[config.mk]
export PLATFORM = sky130hd
export DESIGN_NAME = genius_rodada_n
export DESIGN_NICKNAME = d
export VERILOG_FILES = /design/src/rtl/genius_pkg.sv /design/src/rtl/temporizador_ciclos.sv /design/src/rtl/genius_rodada_n.sv
export SDC_FILE = /design/constraint.sdc
export NUM_CORES = 1
export LEC_CHECK = 0
export ABC_CLOCK_PERIOD_IN_PS = 2820
export BUFFER_PORTS_ARGS = -buffer_cell sky130_fd_sc_hd__buf_4
export CELL_PAD_IN_SITES_DETAIL_PLACEMENT = 1
export CELL_PAD_IN_SITES_GLOBAL_PLACEMENT = 2
export CORE_ASPECT_RATIO = 0.9
export CORE_MARGIN = 2
export CORE_UTILIZATION = 30
export CTS_BUF_LIST = sky130_fd_sc_hd__clkbuf_2 sky130_fd_sc_hd__clkbuf_4 sky130_fd_sc_hd__clkbuf_8
export CTS_CLUSTER_DIAMETER = 200
export DETAILED_ROUTE_END_ITERATION = 8
export PLACE_DENSITY_LB_ADDON = 0.15
export SLEW_MARGIN = 20
export SYNTH_ARGS = -nofsm -noshare
export SYNTH_HDL_FRONTEND = slang
export SYNTH_SLANG_ARGS = --single-unit
[constraint.sdc]
create_clock -name clock -period 2.82 [get_ports clock]
set_input_delay 0.282 -clock clock [delete_from_list [all_inputs] [get_ports clock]]
set_output_delay 0.282 -clock clock [all_outputs]
set_load 0.005 [all_outputs]
[src/rtl/genius_pkg.sv]
// Shared types and constants for the Genius round engine.
// Holds the state encoding, the default timings and small helper functions.
package genius_pkg;

   typedef enum logic [3:0] {
      OCIOSO      = 4'd0,
      PAUSA       = 4'd1,
      MOSTRA      = 4'd2,
      GAP         = 4'd3,
      ESPERA      = 4'd4,
      FEEDBACK    = 4'd5,
      FIM_ERRO    = 4'd6,
      FIM_TIMEOUT = 4'd7,
      FIM_VITORIA = 4'd8
   } estado_t;

   localparam int DEF_T_MOSTRA   = 10000;
   localparam int DEF_T_PAUSA    = 2500;
   localparam int DEF_T_FEEDBACK = 2500;
   localparam int DEF_T_TIMEOUT  = 25000;

   // A play is legal only when exactly one button is down.
   function automatic logic eh_one_hot(input logic [31:0] v);
      return (v != 32'd0) && ((v & (v - 32'd1)) == 32'd0);
   endfunction

   function automatic int max_int(input int a, input int b);
      return (a > b) ? a : b;
   endfunction

endpackage

[src/rtl/temporizador_ciclos.sv]
// Cycle counter shared by every timed state of the round engine.
// fim rises on the last cycle of a window of 'limite' cycles; zera restarts it.
module temporizador_ciclos #(
   parameter int MAX = 25000,
   localparam int W  = $clog2(MAX + 1)
) (
   input  logic         clock,
   input  logic         reset,
   input  logic         zera,
   input  logic         conta,
   input  logic [W-1:0] limite,
   output logic         fim
);

   logic [W-1:0] cnt;

   assign fim = conta && (cnt == (limite - 1'b1));

   // Holds at the terminal value so it can never wrap.
   always_ff @(posedge clock) begin
      if (reset || zera) begin
         cnt <= '0;
      end else if (conta && !fim) begin
         cnt <= cnt + 1'b1;
      end
   end

endmodule

[src/rtl/genius_rodada_n.sv]
// Round engine for the memory game: replays stored plays, checks the player's
// repetition and appends the player's new play to the sequence memory.
module genius_rodada_n
   import genius_pkg::*;
#(
   parameter int NBOT       = 4,
   parameter int DEPTH      = 16,
   parameter int T_MOSTRA   = DEF_T_MOSTRA,
   parameter int T_PAUSA    = DEF_T_PAUSA,
   parameter int T_FEEDBACK = DEF_T_FEEDBACK,
   parameter int T_TIMEOUT  = DEF_T_TIMEOUT,
   localparam int AW        = $clog2(DEPTH)
) (
   input  logic            clock,
   input  logic            reset,
   input  logic            iniciar,
   input  logic            mostra_en,
   input  logic [NBOT-1:0] botoes,
   output logic [NBOT-1:0] leds,
   output logic [AW-1:0]   rodada,
   output logic            pronto,
   output logic            acertou,
   output logic            errou,
   output logic            timeout,
   output logic [3:0]      db_estado
);

   localparam int T_MAX = max_int(max_int(T_MOSTRA, T_PAUSA), max_int(T_FEEDBACK, T_TIMEOUT));
   localparam int TW    = $clog2(T_MAX + 1);

   estado_t         state, state_next;
   logic [AW-1:0]   endereco;
   logic            mostra_q;
   logic [NBOT-1:0] jog_reg;
   logic            prev;
   logic [NBOT-1:0] mem [DEPTH];
   logic [NBOT-1:0] mem_rd;
   logic            tem, jogada, valida, correta, nova, ultima, mem_we;
   logic            fim, zera, conta;
   logic [TW-1:0]   limite;

   assign tem    = |botoes;
   assign jogada = tem && !prev;
   assign valida = eh_one_hot(32'(botoes));
   assign mem_rd = mem[endereco];
   assign nova   = (endereco == rodada);
   assign ultima = (rodada == AW'(DEPTH - 1));
   assign correta = nova ? valida : (valida && (botoes == mem_rd));
   assign mem_we = !reset && (state == ESPERA) && jogada && nova && valida;

   // Every state change restarts the shared timer from zero.
   assign zera  = (state_next != state);
   assign conta = (state == PAUSA) || (state == MOSTRA) || (state == GAP) ||
                  (state == ESPERA) || (state == FEEDBACK);

   always_comb begin
      limite = TW'(T_TIMEOUT);
      case (state)
         PAUSA, GAP: limite = TW'(T_PAUSA);
         MOSTRA:     limite = TW'(T_MOSTRA);
         FEEDBACK:   limite = TW'(T_FEEDBACK);
         default:    limite = TW'(T_TIMEOUT);
      endcase
   end

   temporizador_ciclos #(.MAX(T_MAX)) u_timer (
      .clock  (clock),
      .reset  (reset),
      .zera   (zera),
      .conta  (conta),
      .limite (limite),
      .fim    (fim)
   );

   always_ff @(posedge clock) begin
      if (reset) state <= OCIOSO;
      else       state <= state_next;
   end

   always_comb begin
      state_next = state;
      case (state)
         OCIOSO, FIM_ERRO, FIM_TIMEOUT, FIM_VITORIA:
            if (iniciar) state_next = ESPERA;
         PAUSA:
            if (!mostra_q)  state_next = ESPERA;
            else if (fim)   state_next = MOSTRA;
         MOSTRA:
            if (fim) state_next = GAP;
         GAP:
            if (fim) state_next = (endereco == rodada - 1'b1) ? ESPERA : MOSTRA;
         // A play on the last timeout cycle still counts as a play.
         ESPERA:
            if (jogada)   state_next = correta ? FEEDBACK : FIM_ERRO;
            else if (fim) state_next = FIM_TIMEOUT;
         FEEDBACK:
            if (fim) begin
               if (!nova)      state_next = ESPERA;
               else if (ultima) state_next = FIM_VITORIA;
               else            state_next = PAUSA;
            end
         default: state_next = OCIOSO;
      endcase
   end

   always_comb begin
      leds      = '0;
      pronto    = (state == FIM_ERRO) || (state == FIM_TIMEOUT) || (state == FIM_VITORIA);
      acertou   = (state == FIM_VITORIA);
      errou     = (state == FIM_ERRO);
      timeout   = (state == FIM_TIMEOUT);
      db_estado = state;
      if (state == MOSTRA)   leds = mem_rd;
      if (state == FEEDBACK) leds = jog_reg;
   end

   always_ff @(posedge clock) begin
      if (reset) begin
         rodada   <= '0;
         endereco <= '0;
         mostra_q <= 1'b0;
         jog_reg  <= '0;
         prev     <= 1'b0;
      end else begin
         prev <= tem;
         case (state)
            OCIOSO, FIM_ERRO, FIM_TIMEOUT, FIM_VITORIA:
               if (iniciar) begin
                  mostra_q <= mostra_en;
                  rodada   <= '0;
                  endereco <= '0;
               end
            PAUSA:
               endereco <= '0;
            GAP:
               if (fim) endereco <= (endereco == rodada - 1'b1) ? '0 : endereco + 1'b1;
            ESPERA:
               if (jogada) jog_reg <= botoes;
            FEEDBACK:
               if (fim) begin
                  if (!nova) begin
                     endereco <= endereco + 1'b1;
                  end else if (!ultima) begin
                     rodada   <= rodada + 1'b1;
                     endereco <= '0;
                  end
               end
            default: ;
         endcase
      end
   end

   // Sequence memory: no reset, written only with a new valid play.
   always_ff @(posedge clock) begin
      if (mem_we) mem[endereco] <= botoes;
   end

endmodule

### Yosys cells after proc, flatten, opt, wreduce, memory -nomap -nowiden

Memories as Yosys holds them, arrays and structs flattened. A register that Yosys moved wholly into a read port is not among the register bits.
Index checks and enable logic that the tools add are counted.

| storage, ports and cells | value |
|---|---|
| logic and storage cells | 98 |
| output and inout port bits | 16 |
| bits of input ports | 8 |
| RAM bits | 64 |
| memories | 1 |
| flip-flop bits (word level) | 33 |

| operators by class | value |
|---|---|
| reduce and logical (&&, ||, !) cells | 31 |
| multiplexer cells | 32 |
| equal/unequal tests | 20 |
| bitwise gates (word level) | 1 |
| add/sub/neg operators | 6 |

Memories:

| name | words | width | rd ports | clocked after Yosys merged registers in | write ports | line | source |
|---|---|---|---|---|---|---|---|
| mem | 16 | 4 | 1 | 1 | 1 | genius_rodada_n.sv:36 | `logic [NBOT-1:0] mem [DEPTH];` |

Operators with widths:

| kind | number |
|---|---|
| 4-bit 2-to-1 mux | 23 |
| 4-bit by 32-bit AND with 32-bit output | 1 |
| 32-bit zero test | 1 |
| 15-bit one-hot mux with 2 select lines | 1 |
| 4-bit one-hot mux with 6 select lines | 1 |
| 4-bit by 3-bit == test with 1-bit output, second input constant | 4 |
| 4-bit one-hot mux with 4 select lines | 1 |
| 15-bit by 1-bit adder with 15-bit output, second input constant | 1 |
| 15-bit == test | 1 |
| 15-bit by 1-bit subtractor with 15-bit output, second input constant | 1 |
| 4-bit == test | 3 |
| 5-bit AND reduction | 2 |
| 1-bit logical AND | 9 |
| 4-bit by 1-bit adder with 4-bit output, second input constant | 2 |
| 4-bit by 2-bit == test with 1-bit output, second input constant | 2 |
| 4-bit == test, second input constant | 2 |
| 4-bit one-hot mux with 2 select lines | 1 |
| 4-bit nonzero test | 2 |
| 4-bit OR reduction | 2 |
| 1-bit logical OR | 7 |
| 2-bit inequality test, second input constant | 3 |
| 4-bit by 1-bit subtractor with 5-bit output, second input constant | 1 |
| 4-bit by 1-bit == test with 1-bit output, second input constant | 1 |
| 4-bit zero test | 1 |
| 11 further kinds | 17 |

### Logic depth before layout (Yosys ltp)

| depth | value |
|---|---|
| depth in word-level cells | 11 |
| mapped depth | 11 |
| depth with buffers taken out | 9 |

### Cells and area by module

A second synthesis with hierarchy kept.

| second synthesis, totals | value |
|---|---|
| cells, all modules | 495 |
| area total of the unflattened synthesis | 5435.2 µm² |

Modules (own cells, without submodules):

| module | instances | sequential area each (µm²) | cells an instance | area each (µm²) |
|---|---|---|---|---|
| genius_rodada_n | 1 | 2362.3 | 333 | 4154.0 |
| temporizador_ciclos | 1 | 300.3 | 162 | 1281.2 |

### Worst setup path before layout

Ideal clock, no wire load.

| path | value |
|---|---|
| path type | reg2reg |
| from | reg state[2], in the netlist db_estado[2] |
| to | mem mem[0][0], enable pin |
| cell stages (with the launch flop) | 9 |
| required time | 2459 ps |
| data arrival time | 2590 ps |
| buffers on the path | 2 |
| setup slack | -131 ps |
| clock period less this slack | 2951 ps |
| setup time | 361 ps |
| cells stage by stage | dfxtp_1 -> buf_2 -> and2b_1 -> nand2_1 -> or3_1 -> clkbuf_1 -> a2111oi_0 -> nand2_1 -> nor3_1 |

| between the ends | value |
|---|---|
| cells in the longest elaborated chain, start to end | 7 |

RTL lines:

| element | line | source |
|---|---|---|
| start, declared | genius_rodada_n.sv:31 | `estado_t state, state_next;` |
| start signal, assigned | genius_rodada_n.sv:77 | `else state <= state_next;` |
| 4-bit by 3-bit == test with 1-bit output | genius_rodada_n.sv:49 | `assign mem_we = !reset && (state == ESPERA) && jogada && nova && valida;` |
| 1-bit logical AND (4 in a row) | genius_rodada_n.sv:49 |  |
| 1-bit 2-to-1 mux | genius_rodada_n.sv:155 | `if (mem_we) mem[endereco] <= botoes;` |
| 1-bit 2-to-1 mux (implied by the code) | genius_rodada_n.sv:155 |  |
| end, declared | genius_rodada_n.sv:36 |  |

Every way passes these cells.

==> summary.md <==
| Metric | Value |
|---|---|
| Status | complete, but fails checks |
| Violated checks | setup timing |
| Critical setup path kind | flop to flop |
| Most instantiated cells after synthesis | 64 x edfxtp_1, 37 x dfxtp_1, 33 x nor2_1 |
| Global route overflow | 0 |
| Largest family of logic cells by synthesized area | simple AND/OR/NAND/NOR gates |
| Drt total wl | around 13000 um |
| Hold Path Class | input port to flop |
| Slew Limit Fails | 0 |
| Worst vdd ir | between 200 and 250 uV |
| Top reg by flops | mem |
| Initial antenna violation count | 0 |
| Yosys top cell area share | between 30% and 40% |
| Most frequent cell after synthesis | edfxtp_1 |
| Asr flop ratio synth | 0% |
| Critical path cell sequence | mux4_2 -> mux4_2 -> buf_6 -> nor3_4 -> buf_4 -> nand4_1 -> buf_4 -> a311o_1 -> nand4_1 -> clkbuf_16 -> nor3_2 |
| Dpl cells | 684 |
| Vias | 3518 |
| Worst-Skew Late Latency | 0.39 ns |
| Cell count after synthesis | 405 |
| Leading registers by flop count | mem (64), u_timer.cnt (15) |
| Sequential share of the synthesized area | between 50% and 60% |
| 1st-iter DRT viols | ~150 |
| Max-cap violation count | 0 |
| Mapped Avg Cell Area | 12.2 um^2 |
| Startpoint Class | flop |
| Post-synth EDFFs | 64 |
| DRC | 0 |
| Mapped Nets | 420 |
| Avg WL per Cell | ~19 um |
| Area delta synth->final | 24.7% |
| Worst path slowest cell | mux4_2 |
| CTS root buf | clkbuf_8 |
| Period utilization | 106% |
| Drt first pass iters | 4 |
| Hold slack | around 0.13 ns |
| Layout cells sized above 1 | 31.7% |
| Worst clock skew | about 0.019 ns |
| Die Height | 126 um |
| Rows | 44 |
| Clock Path Buffers | 2 |
| Final GP Congestion | between 0.7 and 0.8 |
| Worst slew pin tran | about 0.66 ns |
| WP data arrival | roughly 3.3 ns |
| Clock Sinks | between 100 and 150 |
| # diodes | 0 |
| CP Max Fanout | 7 |
| Layout net count | a little over 500 |
| Io pins | 24 |
| Yosys cell types | 60 |
| Post-Synth XOR/XNOR Area | between 5 and 6% |
| Worst path max stage delay | approximately 0.53 ns |
| Fin Setup TNS | -2.35 ns |
| GRT Util Overall | ~16% |
| RSZ-0062 raised after global routing | true |
| Chip width | 139 um |
| Max reg flops | 64 |
| Crit path time final | 3.00 ns |
| PwrDens | slightly above 500 mW/mm^2 |
| Crit. End Element | flop |
| Final setup viols | 15 |
| Layout Cells excl Fill | roughly 710 |
| Worst Slack Setup Final | -0.178 ns |
| Global-route wire length before repair | 21300 um |
| Num CTS Buffers | 9 |
| Reg2Reg Depth | 11 |
| Die area | roughly 0.018 mm^2 |
| Syn. warnings | 0 |
| Mapped Area | 0.00494 mm^2 |
| Max Fclk | ~330 MHz |
| Hold Vio Cnt, Final | 0 |
| CP required | 3.12 ns |
| Cell count of the worst hold path | 3 |
| Static Leakage | between 0.002 and 0.0025 uW |
| Antenna-violating nets left | 0 |
| Compound-Gate Fraction of Synth Area | under 10% |
| H-tree depth | 3 |
| IO buf count | 23 |
| Multiplexer share of the synthesized area | 10.8% |
| Synth Area in Adders | around 1.8% |
| Largest cells by area after synthesis | edfxtp_1 39%, dfxtp_1 15%, mux4_2 5.9%, xnor2_1 2.8%, mux4_1 2.7% |
| Slew HR | 55.4% |
| Vias per cell | around 5.0 |
| Most area-hungry cell type in the Yosys netlist | edfxtp_1 |
| Simple-gate share of the synthesized area | between 10% and 20% |
| Post-DP HPWL | between 10000 and 15000 um |
| Ys flop type | edfxtp_1 |
| Seq cells post-synth | about 100 |
| Placeable Area | 0.0161 mm^2 |
| Largest net degree at the start of global routing | 25 |
| Vias in the first global route | approximately 3800 |
| CTS tree | built |
| Clock transition at path regs | approximately 0.12 ns |
| Initial Util | 30.6% |
worst max-delay path, delay by kind of cell (launching register included):
family / cells / cell delay (ns)
simple gates: 4 / 0.51
buf+inv: 4 / 0.67
compound gates: 1 / 0.29
flops: 1 / 0.41
mux: 2 / 1.03
metrics by stage:
stage / instance area [um^2] / util, % / setup slack, ns / total power [uW]
after floorplan: 4930 / - / -0.00532 / 1940
after global placement: 5810 / 36.0 / -0.491 / 2150
after detailed placement: 5810 / 36.0 / -0.579 / 2160
after CTS: 6040 / 37.5 / -0.202 / 3110
after global routing: 6160 / 38.2 / -0.265 / 3250
final: 6160 / 38.2 / -0.178 / 3100
per-layer routing:
metal / global-route usage [%] / routed length, um / up-vias
met5: 0 / 0 / -
met4: 3.68 / 130 / 0
met3: 3.50 / 301 / 12
met2: 25.3 / 6230 / 39
met1: 22.0 / 6740 / 1768
li1: - / - / 1699
layout by cell type, fill, tap and decap left out, types with 3 or more instances in the layout:
cell type  Yosys  routed
buf_12         0       4
buf_4          0      90
mux2i_1       11      11
dfxtp_1       37      35
xor2_1        14      14
nor3_2        10      12
nand2b_1       4       4
nor2b_1        6       6
clkbuf_8       0       9
a22o_1         4       4
xnor2_1       16      16
nor3_1        16      13
nor2_1        33      33
or4_1          5       5
nand3_1       11      11
nand4_1       12      12
buf_6          3       3
and3_1         5       5
a21oi_1       15      14
and3b_1        3       3
nand2_1       30      30
inv_6          0       3
nand3b_1       4       4
mux4_2        13      16
edfxtp_1      64      64
and2_1         4       4
o21ai_0        3       3
or2_2          3       3
ha_1           7       7
o21ai_1        3       3
inv_1          9       9
worst paths after layout:
kind	startpoint	end	slack, ns
worst max-delay path	flop	u_timer.cnt[8]	-0.18
worst min-delay path	mostra_en	mostra_q	0.13
worst max register to register	flop	u_timer.cnt[8]	-0.18
worst min register to register	jog_reg[2]	jog_reg[2]	0.47
report_power, final:
group | switching, uW | internal [uW] | total, uW | leakage (uW)
clock network | 571 | 343 | 914 | 0.0000946
registers | 22.8 | 1590 | 1610 | 0.000876
logic | 311 | 265 | 576 | 0.00120
total | 905 | 2200 | 3100 | 0.00217
repair_timing:
item                                    CTS  global route
pin swaps                                 3             7
endpoints found under the setup margin   18            49
hold buffers                              0             0
cloned                                    0             1
buffers inserted                          2             4
resized for setup                         4            15
cell type report:
class,instances,area (um^2)
sequential,101,2670
clock inverter,7,62.6
multi-input combinational,274,2190
inverter,9,33.8
timing repair buffer,99,830
fill,1753,9970
tap,207,259
clock buffer,9,124
cells by family (layout without fill, tap and decap cells):
| kind of cell | Yosys count | after routing |
|---|---|---|
| simple gates | 159 | 159 |
| flops | 101 | 101 |
| compound gates | 48 | 48 |
| xor+xnor | 31 | 31 |
| buf+inv | 30 | 124 |
| mux | 29 | 29 |
| fa+ha+maj | 7 | 7 |
No activity file was read; power rests on OpenSTA's default activity.
